<file path="config.mk">
export PLATFORM = sky130hd
export DESIGN_NAME = seq_controller
export DESIGN_NICKNAME = d
export VERILOG_FILES = /design/src/rtl/seq_controller_pkg.sv /design/src/rtl/seq_controller_pc_select.sv /design/src/rtl/seq_controller.sv
export SDC_FILE = /design/constraint.sdc
export NUM_CORES = 1
export LEC_CHECK = 0
export CAP_MARGIN = 20
export CORE_MARGIN = 4
export CORE_UTILIZATION = 50
export DETAILED_ROUTE_END_ITERATION = 16
export PLACE_DENSITY = 0.89
export SYNTH_ARGS = -nofsm -noshare
export SYNTH_HDL_FRONTEND = slang
export SYNTH_SLANG_ARGS = --single-unit
export TNS_END_PERCENT = 100
</file>
<file path="constraint.sdc">
create_clock -name clk_i -period 2.35 [get_ports clk_i]
set_input_delay 0.3525 -clock clk_i [delete_from_list [all_inputs] [get_ports clk_i]]
set_output_delay 0.3525 -clock clk_i [all_outputs]
set_load 0.005 [all_outputs]
</file>
<file path="src/rtl/seq_controller_pkg.sv">
`default_nettype none
// ============================================================================
// Module   : seq_controller_pkg
// Brief    : Y86-64 icodes, status codes, sequencer state encodings and the
//            memory-stage icode set shared by the SEQ controller.
// Revision : 1.0 - initial release
// ============================================================================
package seq_controller_pkg;

    typedef enum logic [3:0] {
        c_IHALT   = 4'h0,
        c_INOP    = 4'h1,
        c_IRRMOVQ = 4'h2,
        c_IIRMOVQ = 4'h3,
        c_IRMMOVQ = 4'h4,
        c_IMRMOVQ = 4'h5,
        c_IOPQ    = 4'h6,
        c_IJXX    = 4'h7,
        c_ICALL   = 4'h8,
        c_IRET    = 4'h9,
        c_IPUSHQ  = 4'hA,
        c_IPOPQ   = 4'hB
    } icode_e;

    localparam logic [2:0] c_SAOK = 3'd1;
    localparam logic [2:0] c_SHLT = 3'd2;
    localparam logic [2:0] c_SADR = 3'd3;
    localparam logic [2:0] c_SINS = 3'd4;

    localparam logic [2:0] c_S_IDLE      = 3'd0;
    localparam logic [2:0] c_S_FETCH     = 3'd1;
    localparam logic [2:0] c_S_DECODE    = 3'd2;
    localparam logic [2:0] c_S_EXECUTE   = 3'd3;
    localparam logic [2:0] c_S_MEMORY    = 3'd4;
    localparam logic [2:0] c_S_WRITEBACK = 3'd5;
    localparam logic [2:0] c_S_PCUPD     = 3'd6;
    localparam logic [2:0] c_S_HALTED    = 3'd7;

    // Instructions that touch data memory (loads, stores, stack ops).
    function automatic logic needs_mem(input logic [3:0] icode);
        return icode inside {c_IRMMOVQ, c_IMRMOVQ, c_ICALL, c_IRET, c_IPUSHQ, c_IPOPQ};
    endfunction

endpackage
`default_nettype wire

</file>
<file path="src/rtl/seq_controller_pc_select.sv">
`default_nettype none
// ============================================================================
// Module   : pc_select
// Brief    : Combinational next-PC mux for the SEQ sequencer.
// Revision : 1.0 - initial release
// ============================================================================
module pc_select
    import seq_controller_pkg::*;
(
    input  logic [3:0]  i_icode,
    input  logic        i_cnd,
    input  logic [63:0] i_valc,
    input  logic [63:0] i_valp,
    input  logic [63:0] i_valm,
    output logic [63:0] o_next_pc
);

    always_comb begin
        o_next_pc = i_valp;
        case (i_icode)
            c_ICALL: o_next_pc = i_valc;
            c_IJXX:  if (i_cnd) o_next_pc = i_valc;
            c_IRET:  o_next_pc = i_valm;
            default: o_next_pc = i_valp;
        endcase
    end

endmodule
`default_nettype wire

</file>
<file path="src/rtl/seq_controller.sv">
`default_nettype none
// ============================================================================
// Module   : seq_controller
// Brief    : Multi-cycle Y86-64 SEQ sequencer: PC, stage strobes, data-memory
//            handshake, status code and retired-instruction counter.
// Revision : 1.0 - initial release
// ============================================================================
module seq_controller
    import seq_controller_pkg::*;
#(
    parameter logic [63:0] RESET_PC = 64'h0,
    parameter int          CNT_W    = 32
) (
    input  logic             clk_i,
    input  logic             rst_n_i,
    input  logic             run_i,
    input  logic [3:0]       icode_i,
    input  logic             instr_valid_i,
    input  logic             imem_error_i,
    input  logic [63:0]      valC_i,
    input  logic [63:0]      valP_i,
    input  logic             cnd_i,
    input  logic [63:0]      valM_i,
    input  logic             dmem_ready_i,
    input  logic             dmem_error_i,
    output logic [63:0]      PC_o,
    output logic             fetch_en_o,
    output logic             decode_en_o,
    output logic             execute_en_o,
    output logic             wb_en_o,
    output logic             dmem_req_o,
    output logic [2:0]       stat_o,
    output logic [2:0]       state_o,
    output logic             retire_o,
    output logic [CNT_W-1:0] retire_cnt_o
);

    localparam logic [CNT_W-1:0] c_CNT_ONE = {{(CNT_W-1){1'b0}}, 1'b1};

    logic [2:0]       r_state;
    logic [2:0]       w_state_nxt;
    logic [2:0]       r_stat;
    logic [2:0]       w_stat_nxt;
    logic [63:0]      r_pc;
    logic [63:0]      w_pc_nxt;
    logic [3:0]       r_icode;
    logic [63:0]      r_valc;
    logic [63:0]      r_valp;
    logic [63:0]      r_valm;
    logic             r_cnd;
    logic [CNT_W-1:0] r_retire_cnt;

    pc_select u_pc_select (
        .i_icode   (r_icode),
        .i_cnd     (r_cnd),
        .i_valc    (r_valc),
        .i_valp    (r_valp),
        .i_valm    (r_valm),
        .o_next_pc (w_pc_nxt)
    );

    always_ff @(posedge clk_i or negedge rst_n_i) begin
        if (!rst_n_i) begin
            r_state <= c_S_IDLE;
            r_stat  <= c_SAOK;
        end else begin
            r_state <= w_state_nxt;
            r_stat  <= w_stat_nxt;
        end
    end

    always_comb begin
        w_state_nxt  = r_state;
        w_stat_nxt   = r_stat;
        fetch_en_o   = 1'b0;
        decode_en_o  = 1'b0;
        execute_en_o = 1'b0;
        wb_en_o      = 1'b0;
        dmem_req_o   = 1'b0;
        retire_o     = 1'b0;
        case (r_state)
            c_S_IDLE: begin
                if (run_i) w_state_nxt = c_S_FETCH;
            end
            c_S_FETCH: begin
                fetch_en_o = 1'b1;
                // Fault priority: address error, then bad encoding, then halt.
                if (imem_error_i) begin
                    w_stat_nxt  = c_SADR;
                    w_state_nxt = c_S_HALTED;
                end else if (!instr_valid_i) begin
                    w_stat_nxt  = c_SINS;
                    w_state_nxt = c_S_HALTED;
                end else if (icode_i == c_IHALT) begin
                    w_stat_nxt  = c_SHLT;
                    w_state_nxt = c_S_HALTED;
                end else begin
                    w_state_nxt = c_S_DECODE;
                end
            end
            c_S_DECODE: begin
                decode_en_o = 1'b1;
                w_state_nxt = c_S_EXECUTE;
            end
            c_S_EXECUTE: begin
                execute_en_o = 1'b1;
                w_state_nxt  = needs_mem(r_icode) ? c_S_MEMORY : c_S_WRITEBACK;
            end
            c_S_MEMORY: begin
                dmem_req_o = 1'b1;
                if (dmem_ready_i) begin
                    if (dmem_error_i) begin
                        w_stat_nxt  = c_SADR;
                        w_state_nxt = c_S_HALTED;
                    end else begin
                        w_state_nxt = c_S_WRITEBACK;
                    end
                end
            end
            c_S_WRITEBACK: begin
                wb_en_o     = 1'b1;
                w_state_nxt = c_S_PCUPD;
            end
            c_S_PCUPD: begin
                retire_o    = 1'b1;
                w_state_nxt = run_i ? c_S_FETCH : c_S_IDLE;
            end
            c_S_HALTED: begin
                w_state_nxt = c_S_HALTED;
            end
            default: begin
                w_state_nxt = c_S_HALTED;
            end
        endcase
    end

    always_ff @(posedge clk_i or negedge rst_n_i) begin
        if (!rst_n_i) begin
            r_pc         <= RESET_PC;
            r_retire_cnt <= '0;
            r_icode      <= '0;
            r_valc       <= '0;
            r_valp       <= '0;
            r_valm       <= '0;
            r_cnd        <= 1'b0;
        end else begin
            if (r_state == c_S_FETCH && w_state_nxt == c_S_DECODE) begin
                r_icode <= icode_i;
                r_valc  <= valC_i;
                r_valp  <= valP_i;
            end
            if (r_state == c_S_EXECUTE) begin
                r_cnd <= cnd_i;
            end
            if (r_state == c_S_MEMORY && dmem_ready_i && !dmem_error_i) begin
                r_valm <= valM_i;
            end
            // Commit point: the only place the PC and retire count move.
            if (r_state == c_S_PCUPD) begin
                r_pc         <= w_pc_nxt;
                r_retire_cnt <= r_retire_cnt + c_CNT_ONE;
            end
        end
    end

    assign PC_o         = r_pc;
    assign stat_o       = r_stat;
    assign state_o      = r_state;
    assign retire_cnt_o = r_retire_cnt;

endmodule
`default_nettype wire

</file>
==> results.txt, run 1 <==
----------------------------------------------------
[Global routing]
  Global Route Usage Sum ... 24.57%
  Number of antenna violations at the first check in global routing ... 3
  GRT Residual Overflow ... 0
  Via count of the first global-routing pass ... 10050
  Pin count of the biggest net entering global routing ... 67
  Global-route wire length before repair ... 55790 um

[STA]
  Total setup violations reported at the end of the flow ... 0
  RSZ-0062 raised after global routing ... true
  Normalized max-slew margin ... 40.38%
  Number of hold violations in the final report ... 0
  Share of the cycle needed by the critical path after routing ... 98.12%
  Min Clock Period, post-route ... 2.306 ns
  Max-slew violation count ... 0
  Transition at the pin with the smallest max-transition slack ... 0.8943 ns
  Setup_tns ... 0 ns
  Maximum operating frequency ... 433.7 MHz
  Worst clock skew ... 0.01433 ns
  Worst hold margin ... 0.3351 ns

[CTS]
  Post CTS Setup Buffer Count ... 0
  CTS HTree Levels ... 1
  Reg clk slew, reported paths ... 0.06 ns
  Clock latency reported for the late side of the worst-skew pair ... 0.54 ns
  CTS tree ... yes
  Clock sink total ... 299
  CTS Buffer Depth ... 3
  Number of buffers inserted during clock tree synthesis ... 30
  Cell at the root of the clock tree ... clkbuf_16

[Placement]
  HPWL reported at the end of detailed placement ... 23310 um
  Cell Area, Placed ... 0.01621 mm2
  Final weighted congestion in routability-driven placement ... 0.8566
  Quantity of I/O buffers inserted on ports ... 311
  Post-Place Cells ... 1568

[Critical path]
  Crit Path Category ... reg -> out
  Required time at the worst-slack endpoint ... 2.00 ns
  Delay of the slowest cell on the worst path ... 0.50 ns
  Startpoint type of the worst setup path ... register
  Arrival @ worst endpoint ... 1.95 ns
  Capturing element type of the critical path ... primary output
  Startpoint of the worst register-to-register path ... state_o[0]
  Origin of the worst setup path ... state_o[0]
  Worst path slowest cell ... clkdlybuf4s50_1
  Critical path peak fanout ... 8
  CP cell instances ... buf_4, nor2b_2, and2_4, clkdlybuf4s50_1

[Floorplanning]
  Total number of placement rows ... 58
  Number of top-level pins ... 312
  Initial core utilization ... 50.60%
  Die extent in y ... 167.4 um
  Horizontal die dimension ... 167.4 um
  Area of the core ... 0.02511 mm2
  Die footprint ... 0.02802 mm2

[Route]
  DRC Markers ... 0
  Routed length per instance ... 21.73 um
  Routed WL ... 35350 um
  Number of DRC markers in iteration 0 ... 753
  Avg Vias per Cell ... 5.696
  First-pass detailed-route iteration total ... 5
  Antenna-violating nets left ... 0
  Total number of vias ... 9268

[Finish]
  Post-route design area ... 0.01726 mm2
  Layout net count ... 1476
  Relative area change from synthesis to final layout ... 35.85%
  Non-filler cells, final ... 1627
  Fraction of layout instances using a drive strength above 1 ... 22.35%

[Outcome]
  Status ... completed

[Yosys]
  Syn Std Cell Area ... 0.01270 mm2
  Share of the synthesized area in the top cell type ... 58.70%
  Mapped Nets ... 1167
  Part of the Yosys area used for sequential elements ... 58.90%
  Main area contributors after synthesis ... dfrtp_1 59%, mux2_2 10%, mux2_4 9.5%, a221oi_1 4.4%, a21oi_1 2.7%
  Leading register cell type out of synthesis ... dfrtp_1
  Most used standard cells in the synthesized netlist ... 298 x dfrtp_1, 118 x mux2_2, 81 x nand2_1
  Number of synthesized flops with an enable pin ... 0
  Yosys reg bits ... 299
  Share of flip-flops with an asynchronous set or reset ... 100.0%
  Most frequently used cell type in the post-synthesis netlist ... dfrtp_1
  Library cell occupying the most area in the post-synthesis netlist ... dfrtp_1
  Yosys warns ... 0
  Synth Instances ... 962
  Number of distinct standard cells referenced by the synthesized netlist ... 43
  Syn_area_per_cell ... 13.21 um2

[Power and ir drop]
  Peak supply drop ... 0.7809 mV
  Pwr Total ... 20880 uW
  Static Leak ... 0.007471 uW
  Power density of the placed cells ... 1210 mW/mm2

[Min path]
  Worst Hold Class ... in -> async

[Flow run]
  Maxcap violations ... 0

----------------------------------------------------
==> cell families (layout without fill, tap and decap cells) <==
family / after synthesis / count (layout) / synth area share, %
flip-flops: 299 / 299 / 58.90
buffers and inverters: 74 / 405 / 3.575
other: 0 / 4 / 0
XOR/XNOR: 31 / 31 / 2.137
multiplexers: 199 / 199 / 19.99
AND/OR/NAND/NOR: 215 / 215 / 7.613
adder cells (fa/ha/maj): 1 / 1 / 0.09847
AO/OA/AOI/OAI: 143 / 143 / 7.682
==> metal layers <==
layer	vias up	wire [um]	global-route usage, %
met5	-	0	0
li1	4053	-	-
met3	72	2307	5.005
met4	0	1064	8.433
met2	372	17710	42.10
met1	4771	14270	31.34
==> final cells by class <==
| cell class | instances | area, um2 |
|---|---|---|
| Timing Repair Buffer | 340 | 3506 |
| Multi-Input combinational cell | 589 | 4803 |
| Tap cell | 330 | 412.9 |
| Clock buffer | 39 | 845.8 |
| Inverter | 11 | 41.29 |
| Sequential cell | 299 | 7483 |
| Fill cell | 1727 | 7850 |
| Clock inverter | 15 | 156.4 |
| Antenna cell | 4 | 10.01 |
==> stage by stage <==
| step | util, % | setup slack (ns) |
|---|---|---|
| CTS | 68.64 | 0.004169 |
| floorplan | - | 0.3547 |
| global route | 68.73 | -0.008489 |
| global placement | 64.57 | 0.04507 |
| finish | 68.74 | 0.04417 |
| detailed placement | 64.57 | 0.05237 |
==> worst paths after layout <==
check	slack (ns)	endpoint	cells past startpoint
worst min-delay path	0.34	retire_cnt_o[16]	2
min in group clk_i	0.42	r_valp[46]	2
worst max register to register	0.20	retire_cnt_o[30]	5
worst max-delay path	0.04	execute_en_o	4
worst min register to register	0.48	retire_cnt_o[31]	1
max in group asynchronous	1.23	PC_o[31]	4
==> flip-flops by register name (all words and copies together) (netlist names) <==
name	cells
stat_o	3
r_icode	4
PC_o	64
r_valm	64
r_cnd	1
r_valc	64
state_o	3
r_valp	64
retire_cnt_o	32
==> placed cells by master (no fill, tap or decap), types with 13 or more instances in the layout <==
master           Yosys  final
a221oi_1            64     64
a21oi_1             68     67
buf_12               0     13
mux2_2             118    118
mux2_4              80     80
clkdlybuf4s50_1      0    307
xor2_1              17     17
clkbuf_16            0     31
nor2_1              70     70
dfrtp_1            298    298
nand2_1             81     81
buf_4                2     15
xnor2_1             14     14
==> critical path: cells and delay by family, from the launching register on <==
family	cells	cell delay, ns
and+or+nand+nor	2	0.33
DFF	1	0.41
buffers and inverters	2	0.68
==> timing repair <==
action	in CTS	in global routing
resized for setup	5	5
gates cloned	0	0
endpoints found under the hold margin	52	0
hold buffers	1	0
pin swaps	0	1
endpoints found under the setup margin	4	6
==> report_power, final <==
group / internal [uW] / leakage (uW) / total [uW] / switching, uW
combinational: 4120 / 0.00327 / 7100 / 2970
sequential: 7490 / 0.00370 / 8970 / 1480
clock: 2850 / 0.000501 / 4820 / 1970
total: 14500 / 0.00747 / 20900 / 6420
Power figures use the tool's default switching activity.
==> inputs of run 2 (changes only) <==
--- a/config.mk
+++ b/config.mk
@@ -10,6 +10,7 @@
 export CORE_UTILIZATION = 50
 export DETAILED_ROUTE_END_ITERATION = 16
 export PLACE_DENSITY = 0.89
+export SKIP_LAST_GASP = 1
 export SYNTH_ARGS = -nofsm -noshare
 export SYNTH_HDL_FRONTEND = slang
 export SYNTH_SLANG_ARGS = --single-unit
==> results of run 2 <==
Final layout, timing and power as in run 1 (identical DEF).
==> inputs of run 3 (changes only) <==
--- a/config.mk
+++ b/config.mk
@@ -8,6 +8,7 @@
 export CAP_MARGIN = 20
 export CORE_MARGIN = 4
 export CORE_UTILIZATION = 50
+export CTS_CLUSTER_DIAMETER = 200
 export DETAILED_ROUTE_END_ITERATION = 16
 export PLACE_DENSITY = 0.89
 export SKIP_LAST_GASP = 1
==> results of run 3 <==
Final layout, timing and power as in run 1 (identical DEF).
==> variant: new RTL, config.mk and constraints of run 1 <==
Put one more register stage on the output `retire_cnt_o`, cleared by the reset. The value now appears one clock later. The other outputs are not delayed to match.
--- a/src/rtl/seq_controller.sv
+++ b/src/rtl/seq_controller.sv
@@ -166,7 +166,13 @@
     assign PC_o         = r_pc;
     assign stat_o       = r_stat;
     assign state_o      = r_state;
-    assign retire_cnt_o = r_retire_cnt;
+    always_ff @(posedge clk_i or negedge rst_n_i) begin
+        if (!rst_n_i) begin
+            retire_cnt_o <= '0;
+        end else begin
+            retire_cnt_o <= r_retire_cnt;
+        end
+    end
 
 endmodule
 `default_nettype wire
Behaviour: not the same (Yosys sat finds a counterexample within 10 cycles, from zero or initial values and one cycle with rst_n_i low).
==> variant against run 1 <==
  * Core utilization up 2.2 points
  * Wire length up 5.0%
  * Area after synthesis up 2.8%
  * Total power up 5.9%
  * Design area up 4.7%
  * Sequential cell count up 32
  * Count of clock-buffer cells in the layout up 11
  * Worst setup slack worse by 12 ps
  * Clock power up 14%
  * Critical endpoint is now dmem_req_o
==> variant: results (changes against run 1) <==
Leak 7.93 nW (+6.2%); Num CTS Buffers 36 (+20%); insertion delay to the later sink of the worst-skew pair 500 ps (-40 ps); layout cell share with drive strength beyond 1 21.4% (-0.92 points); Commonest cells post-synth dfrtp_1 (330), mux2_2 (176), nand2_1 (77), nor2_1 (72), a21oi_1 (67); total track usage 25.7% (+1.2 points); Syn Area/Cell 13.2 um2 (about the same); maximum vdd ir drop 0.898 mV (+15%); met3 Usage GRT 6.52% (+1.5 points); Worst Skew 11.5 ps (-2.79 ps); Global Route met1 Usage 30.5% (-0.86 points); pre-CTS WS -131 ps (-183 ps); run status finished, final reports clean; Sw Share 31.1% (+0.35 points); syn nets 1194 (+2.3%); normalized max-slew margin 55.9% (+15 points); CP Data Arrival Time 1970 ps (+20 ps); NumNets Final 1526 (+3.4%); routed metal-1 wirelength 13.6 mm (-4.8%); fillers 1636 (-5.3%); initial DRC count 678 (-10%); GP Congestion 0.847 (-1.1%); Placed Instance Area 0.0169 mm2 (+4.1%); met2 WL post-DR 19.1 mm (+7.7%); CTS H-tree lvls 2 (+1); CTS root buf clkbuf_16; top cells by area, synth dfrtp_1 (63%), mux2_2 (15%), a221oi_1 (4.3%); HPWL after DPL 25.0 mm (+7.1%); WL met3 2.98 mm (+29%); Reg2Reg Depth 8 (+3); first-pass GRT wire length 58.3 mm (+4.6%); Hold Crit Class register to register; initial antenna violation count 5 (+2); WL final 37.1 mm (+5.0%); Avg Vias per Cell 5.73 (+0.61%); overall via count from detail_route 9611 (+3.7%); Global Route met2 Usage 44.7% (+2.6 points); Placed Cells incl. Taps 1609 (+2.6%); uppermost layer routed met5; largest net degree at the start of global routing 82 (+22%); CP max FO 16 (+8); Seq/Total Area, Yosys 63.4% (+4.5 points); Yosys cell types 44 (+2.3%); vias in the first global route 10600 (+5.6%); CTS max path bufs 3 (unchanged)
## variant: final timing paths
check,startpoint,end,slack (ps)
max,state_o[1],dmem_req_o,30
min,r_retire_cnt[23],retire_cnt_o[23],420
max reg2reg,state_o[0],r_retire_cnt[31],150
min reg2reg,r_retire_cnt[23],retire_cnt_o[23],420
max in group asynchronous,rst_n_i,stat_o[0],1160
min in group asynchronous,rst_n_i,state_o[0],440
## variant: power groups by stage
| stage | registers (mW) | clock network (mW) | logic [mW] |
|---|---|---|---|
| floorplan | 9.13 | 0 | 3.73 |
| global placement | 9.40 | 0 | 6.64 |
| detailed placement | 9.54 | 0 | 6.97 |
| CTS | 9.51 | 5.58 | 7.13 |
| global route | 9.78 | 5.83 | 7.74 |
| finish | 9.56 | 5.49 | 7.07 |
## variant: kinds of logic after synthesis
logic type / synth area share (%)
simple gates: 7.46
buf+inv: 2.27
flops: 63.4
xor+xnor: 2.14
fa+ha+maj: 0.0958
compound gates: 7.41
mux: 17.2
## variant: what timing repair did
item / CTS / global route
pin swaps: 2 / 1
hold buffers: 1 / 0
endpoints found under the setup margin: 2 / 5
cloned: 0 / 0
setup buffers: 2 / 1
gates resized for setup: 1 / 2
hold endpoints to repair: 74 / 0
## variant: layout make-up
cell class / count / area [um2] / area share [%]
clock inverters: 11 / 109 / 0.602
diodes: 3 / 7.51 / 0.0415
well taps: 330 / 413 / 2.29
flip-flops and latches: 331 / 8280 / 45.8
multi-input cells: 586 / 4520 / 25.0
inverters: 10 / 37.5 / 0.208
repair buffers: 356 / 3670 / 20.3
clock buffers: 50 / 1030 / 5.73
## variant: worst register-to-register path, delay by kind of cell, from the launching register on
kind                      cells  cell delay, ps
buffers and inverters         4             550
DFF                           1             370
and+or+nand+nor               3            1020
xor gates and xnor gates      1             140
